## config.mk

```make
export PLATFORM = sky130hd
export DESIGN_NAME = seven_seg_decoder
export DESIGN_NICKNAME = d
export VERILOG_FILES = /design/src/rtl/seven_seg_decoder.sv
export SDC_FILE = /design/constraint.sdc
export NUM_CORES = 1
export LEC_CHECK = 0
export BUFFER_PORTS_ARGS = -buffer_cell sky130_fd_sc_hd__clkbuf_2
export CAP_MARGIN = 25
export CELL_PAD_IN_SITES_DETAIL_PLACEMENT = 2
export CELL_PAD_IN_SITES_GLOBAL_PLACEMENT = 2
export CORE_ASPECT_RATIO = 1.5
export CORE_MARGIN = 2
export CORE_UTILIZATION = 35
export CTS_BUF_LIST = sky130_fd_sc_hd__clkbuf_8
export DETAILED_ROUTE_END_ITERATION = 10
export PLACE_DENSITY_LB_ADDON = 0.1
export SLEW_MARGIN = 10
export SYNTH_ARGS = -nofsm -noshare
export SYNTH_HDL_FRONTEND = slang
export SYNTH_SLANG_ARGS = --single-unit
```

## constraint.sdc

```tcl
create_clock -name i_Clk -period 3.9 [get_ports i_Clk]
set_input_delay 0.585 -clock i_Clk [delete_from_list [all_inputs] [get_ports i_Clk]]
set_output_delay 0.585 -clock i_Clk [all_outputs]
set_load 0.02 [all_outputs]
```

## src/rtl/seven_seg_decoder.sv

```systemverilog
// -----------------------------------------------------------------------------
// seven_seg_decoder
//
// Recovers a 4-bit digit from an active-high A..G seven-segment pattern. It is
// the inverse of the board's binary-to-7-segment encoder. It is used for
// loop-back checking of the display path and for reading segment-driven
// peripherals.
//
// The raw segment lines are glitch-filtered. A pattern is accepted only after
// it has matched the sampled copy for STABLE_CYCLES consecutive clocks.
// Each accepted pattern is compared with the previously accepted one:
//   - Re-acquiring the same glyph (for example after a glitch) is silent.
//   - A new valid digit pulses o_Valid.
//   - A new unrecognised, non-blank glyph pulses o_Error and bumps a
//     saturating error counter.
//
// Optional build macro:
//   SEG7_HEX_EN  - when defined, the hex glyphs A b C d E F also decode as
//                  valid digits. When undefined, they are flagged as errors.
//
// Parameters:
//   STABLE_CYCLES  equal consecutive samples needed before acceptance (>= 1)
//   ERR_CNT_W      width of the saturating error counter
//
// Ports:
//   i_Clk            system clock, rising edge
//   i_Reset          synchronous active-high reset
//   i_Segment_A..G   segment inputs, active high (A = bit 6 ... G = bit 0)
//   o_Binary_Num     last accepted digit value
//   o_Valid          1-cycle pulse: new valid digit accepted
//   o_Error          1-cycle pulse: new unrecognised non-blank glyph accepted
//   o_Blank          level: last accepted pattern was all segments off
//   o_Locked         level: a stable pattern is currently locked
//   o_Error_Count    saturating count of o_Error pulses
// -----------------------------------------------------------------------------
module seven_seg_decoder #(
    parameter int STABLE_CYCLES = 4,
    parameter int ERR_CNT_W     = 8
) (
    input  logic                 i_Clk,
    input  logic                 i_Reset,
    input  logic                 i_Segment_A,
    input  logic                 i_Segment_B,
    input  logic                 i_Segment_C,
    input  logic                 i_Segment_D,
    input  logic                 i_Segment_E,
    input  logic                 i_Segment_F,
    input  logic                 i_Segment_G,
    output logic [3:0]           o_Binary_Num,
    output logic                 o_Valid,
    output logic                 o_Error,
    output logic                 o_Blank,
    output logic                 o_Locked,
    output logic [ERR_CNT_W-1:0] o_Error_Count
);

    localparam int               CNT_W   = $clog2(STABLE_CYCLES + 1);
    localparam logic [CNT_W-1:0] CNT_MAX = CNT_W'(STABLE_CYCLES);

    typedef enum logic [1:0] {
        S_IDLE   = 2'd0,
        S_SETTLE = 2'd1,
        S_LOCKED = 2'd2
    } state_t;

    // Returns {recognised, digit} for a segment pattern.
    function automatic logic [4:0] decode(input logic [6:0] pat);
        logic [4:0] res;
        case (pat)
            7'h7E:   res = {1'b1, 4'h0};
            7'h30:   res = {1'b1, 4'h1};
            7'h6D:   res = {1'b1, 4'h2};
            7'h79:   res = {1'b1, 4'h3};
            7'h33:   res = {1'b1, 4'h4};
            7'h5B:   res = {1'b1, 4'h5};
            7'h5F:   res = {1'b1, 4'h6};
            7'h70:   res = {1'b1, 4'h7};
            7'h7F:   res = {1'b1, 4'h8};
            7'h7B:   res = {1'b1, 4'h9};
`ifdef SEG7_HEX_EN
            7'h77:   res = {1'b1, 4'hA};
            7'h1F:   res = {1'b1, 4'hB};
            7'h4E:   res = {1'b1, 4'hC};
            7'h3D:   res = {1'b1, 4'hD};
            7'h4F:   res = {1'b1, 4'hE};
            7'h47:   res = {1'b1, 4'hF};
`endif
            default: res = {1'b0, 4'h0};
        endcase
        return res;
    endfunction

    logic [6:0]           seg_in;
    logic [6:0]           seg_q;
    logic [CNT_W-1:0]     cnt_q, cnt_d;
    state_t               state_q, state_d;
    logic [6:0]           last_q, last_d;
    logic                 last_vld_q, last_vld_d;
    logic [3:0]           num_q, num_d;
    logic                 valid_q, valid_d;
    logic                 err_q, err_d;
    logic                 blank_q, blank_d;
    logic [ERR_CNT_W-1:0] err_cnt_q, err_cnt_d;
    logic                 accept;
    logic [4:0]           dec;

    assign seg_in = {i_Segment_A, i_Segment_B, i_Segment_C, i_Segment_D,
                     i_Segment_E, i_Segment_F, i_Segment_G};

    always_comb begin
        cnt_d      = cnt_q;
        state_d    = state_q;
        last_d     = last_q;
        last_vld_d = last_vld_q;
        num_d      = num_q;
        valid_d    = 1'b0;
        err_d      = 1'b0;
        blank_d    = blank_q;
        err_cnt_d  = err_cnt_q;
        dec        = decode(seg_q);

        // Stability counter: any disagreement with the sampled copy restarts it.
        if (seg_in != seg_q) begin
            cnt_d = '0;
        end else if (cnt_q != CNT_MAX) begin
            cnt_d = cnt_q + 1'b1;
        end

        // Acceptance happens on the edge where the counter reaches its limit.
        accept = (state_q == S_SETTLE) && (cnt_d == CNT_MAX);

        case (state_q)
            S_IDLE:   state_d = S_SETTLE;
            S_SETTLE: if (accept) state_d = S_LOCKED;
            S_LOCKED: if (seg_in != seg_q) state_d = S_SETTLE;
            default:  state_d = S_IDLE;
        endcase

        if (accept) begin
            last_d     = seg_q;
            last_vld_d = 1'b1;
            // Re-locking onto the glyph already reported stays silent.
            if (!(last_vld_q && (seg_q == last_q))) begin
                if (dec[4]) begin
                    num_d   = dec[3:0];
                    valid_d = 1'b1;
                    blank_d = 1'b0;
                end else if (seg_q == 7'h00) begin
                    blank_d = 1'b1;
                end else begin
                    err_d   = 1'b1;
                    blank_d = 1'b0;
                    if (err_cnt_q != {ERR_CNT_W{1'b1}}) begin
                        err_cnt_d = err_cnt_q + 1'b1;
                    end
                end
            end
        end
    end

    always_ff @(posedge i_Clk) begin
        if (i_Reset) begin
            seg_q      <= '0;
            cnt_q      <= '0;
            state_q    <= S_IDLE;
            last_q     <= '0;
            last_vld_q <= 1'b0;
            num_q      <= '0;
            valid_q    <= 1'b0;
            err_q      <= 1'b0;
            blank_q    <= 1'b0;
            err_cnt_q  <= '0;
        end else begin
            seg_q      <= seg_in;
            cnt_q      <= cnt_d;
            state_q    <= state_d;
            last_q     <= last_d;
            last_vld_q <= last_vld_d;
            num_q      <= num_d;
            valid_q    <= valid_d;
            err_q      <= err_d;
            blank_q    <= blank_d;
            err_cnt_q  <= err_cnt_d;
        end
    end

    assign o_Binary_Num  = num_q;
    assign o_Valid       = valid_q;
    assign o_Error       = err_q;
    assign o_Blank       = blank_q;
    assign o_Locked      = (state_q == S_LOCKED);
    assign o_Error_Count = err_cnt_q;

endmodule

```

==> impl_metrics.toml <==
[final_layout]
n_fill_cell = 584
most-common-layout-cells = "dfxtp_1, clkbuf_2, nor2_1, xnor2_1, nand2_1"
utilization = 0.413
area_growth_pct = 13.8
num_antenna_cells = 0
nets = 237
final_common_cell = "dfxtp_1"
drive_gt1_frac = 0.159

[clocking]
path_clk_slew_ps = 70
clock_path_buffers = 2
numClockSinks = 35
clock_latency_ps = 290
post_cts_resized = 0
clockRootBuffer = "clkbuf_8"
cts_buffers = 5
htreeDepth = 2
cts_tree = "built"
cts_hold_buf = 0
post_cts_buffers = 0

[placement]
globalplace.congestion = 0.792
dp_hpwl_mm = 3.47
io_buffer_count = 24

[worst_setup_path]
crit_end = "o_Binary_Num[0]"
cp_num_cells = 8
cpMaxStageDelayCell = "or4_4"
r2r_cells = 8
required_ps = 4110
cp-startpoint = "cnt_q[0]"
rr_endpoint = "o_Binary_Num[0]"
crit_chain = "inv_1 -> ha_1 -> or3b_1 -> a311o_1 -> or4_4 -> a211o_4 -> or4b_1 -> a21oi_1"
crit_arrival_ps = 3430
timing.critical_path.buf_inv = 1
cp-start-kind = "flip-flop"
cp_top_family = "simple AND/OR/NAND/NOR gates"
r2r_start = "cnt_q[0]"
end_kind = "flip-flop"
criticalPathCategory = "flip-flop to flip-flop"
cpPeakStageDelay_ps = 650
rrSetupSlack_ps = 670
cp_max_fo = 11

[sta]
fmax_ghz = 0.310
worstMarginPinSlew_ps = 800
final_max_slew_viol_count = 0
fin_crit_ps = 3230
clock_skew_ps = 4.52
tns_ps = 0
setup_viol_count_final = 0
slew_headroom = 0.462
period_share = 0.827
rsz0062_at_grt = "no"
finalHoldViolations = 0

[floorplanning]
rows = 31
start_util = 0.363
coreArea_sq_mm = 0.00485
io_pins = 25
die_y_um = 90.8
die_x_um = 61.9
dieArea_sq_mm = 0.00562

[route]
antenna_left = 0
routed_wl_mm = 4.76
first_pass_iters = 4
routedWlPerCell_um = 16.3
vias = 1564
route.detailed.drc = 0
drt-vias-per-instance = 5.36
drtIter0Drc = 64

[flow_run]
maxCapViolCount = 0

[run_status]
status = "finished clean"

[synth]
ys.flop_type = "dfxtp_1"
ys_warn_count = 0
synth-seq-area-share = 0.399
syn_area_sq_mm = 0.00176
syn_area_per_cell_sq_um = 8.45
synthArstFlopShare = 0
ys_types = 40
synth_fp_nets = 220
synth_seq_cells = 35
synth_cells = 208
synth_edf_count = 0

[grt]
grt_pass1_wl_mm = 8.14
grt_max_degree = 38
use_met2 = 0.328
gr-total-overflow = 0
busiest_layer = "met2"
use_met1 = 0.226
first_global_vias = 1692
antenna_found_initial = 0
grt_usage = 0.193
grt_util_met3 = 0.0444

[pwr]
powerDensity_mw_per_mm2 = 352
power.leakage_nw = 0.781
ir_drop_mv = 0.149

[min_path]
hold_class = "flip-flop to flip-flop"
through the flow:
stage	power, mW	cell area (sq um)	worst slack [ps]	std cells	hold WS [ps]
2_1_floorplan	0.409	1760	1030	208	426
3_3_place_gp	0.420	1900	818	284	438
3_5_place_dp	0.423	1900	682	284	447
4_1_cts	0.714	2000	663	292	458
5_1_grt	0.735	2000	491	292	483
6_report	0.704	2000	673	292	452
routing by layer:
metal | vias up | part of all wire | routed length (um)
li1 | 760 | - | -
met1 | 777 | 0.40 | 1890
met2 | 20 | 0.56 | 2680
met3 | 7 | 0.022 | 106
met4 | 0 | 0.019 | 92
met5 | - | 0 | 0
kinds of logic (layout without fill, tap and decap cells):
group,count (synthesis),in the layout,synth area share
xor gates and xnor gates,16,16,0.0797
buffers and inverters,22,40,0.0512
DFF,35,35,0.399
AOI/OAI and AO/OA,31,31,0.117
adders and majority gates,3,3,0.0214
and+or+nand+nor,91,91,0.275
muxes,10,10,0.0577
registers in the layout (all words and copies together), names as in the netlist:
name and flops:
last_q 7, o_Blank 1, state_q 2, o_Error 1, o_Error_Count 8, last_vld_q 1
cnt_q 3, o_Valid 1, o_Binary_Num 4, seg_q 7
tightest hold or removal path, stage by stage (launching register included):
cell and delay, ps:
dfxtp_1 320, inv_1 50, a21oi_1 50
report_power, final:
| group | internal, mW | switching [mW] | leakage (nW) |
|---|---|---|---|
| registers | 0.362 | 0.0138 | 0.284 |
| logic | 0.0175 | 0.0212 | 0.441 |
| clock network | 0.159 | 0.131 | 0.0557 |
| total | 0.538 | 0.166 | 0.781 |
cells in the mapped netlist, drive strengths merged (2+ instances only):
| cell | instances | share of area |
|---|---|---|
| a21oi | 11 | 0.031 |
| dfxtp | 35 | 0.40 |
| nand3 | 9 | 0.026 |
| nor4 | 3 | 0.011 |
| o21ai | 7 | 0.020 |
| or4 | 7 | 0.032 |
| nor2b | 9 | 0.032 |
| nand2 | 13 | 0.028 |
| nand4 | 4 | 0.014 |
| buf | 3 | 0.011 |
| mux2i | 9 | 0.051 |
| xnor2 | 16 | 0.080 |
| inv | 8 | 0.017 |
| or3 | 4 | 0.014 |
| o31ai | 3 | 0.013 |
| or2 | 2 | 0.0071 |
| nor3b | 2 | 0.0085 |
| nand2b | 3 | 0.011 |
| clkbuf | 11 | 0.023 |
| nor3 | 8 | 0.023 |
| ha | 3 | 0.021 |
| nor2 | 22 | 0.047 |
final cells by class:
class                   count  area [sq um]  share of cell area
inverters                   8          30.0              0.0150
repair buffers             24           120              0.0600
clock inverters             1          3.75             0.00188
flip-flops and latches     35           701               0.350
well taps                  66          82.6              0.0413
clock buffers               7          96.3              0.0482
multi-input cells         151           967               0.483
how the worst min path moves through the flow:
stage | start | end | slack (ps) | cells after the start
final | last_vld_q | last_vld_q | 450 | 2
after CTS | last_vld_q | last_vld_q | 460 | 2
after global placement | last_vld_q | last_vld_q | 440 | 2
after floorplan | last_vld_q | last_vld_q | 430 | 2
after detailed placement | last_vld_q | last_vld_q | 450 | 2
after global routing | last_vld_q | last_vld_q | 480 | 2
(Power assumes the default switching activity.)
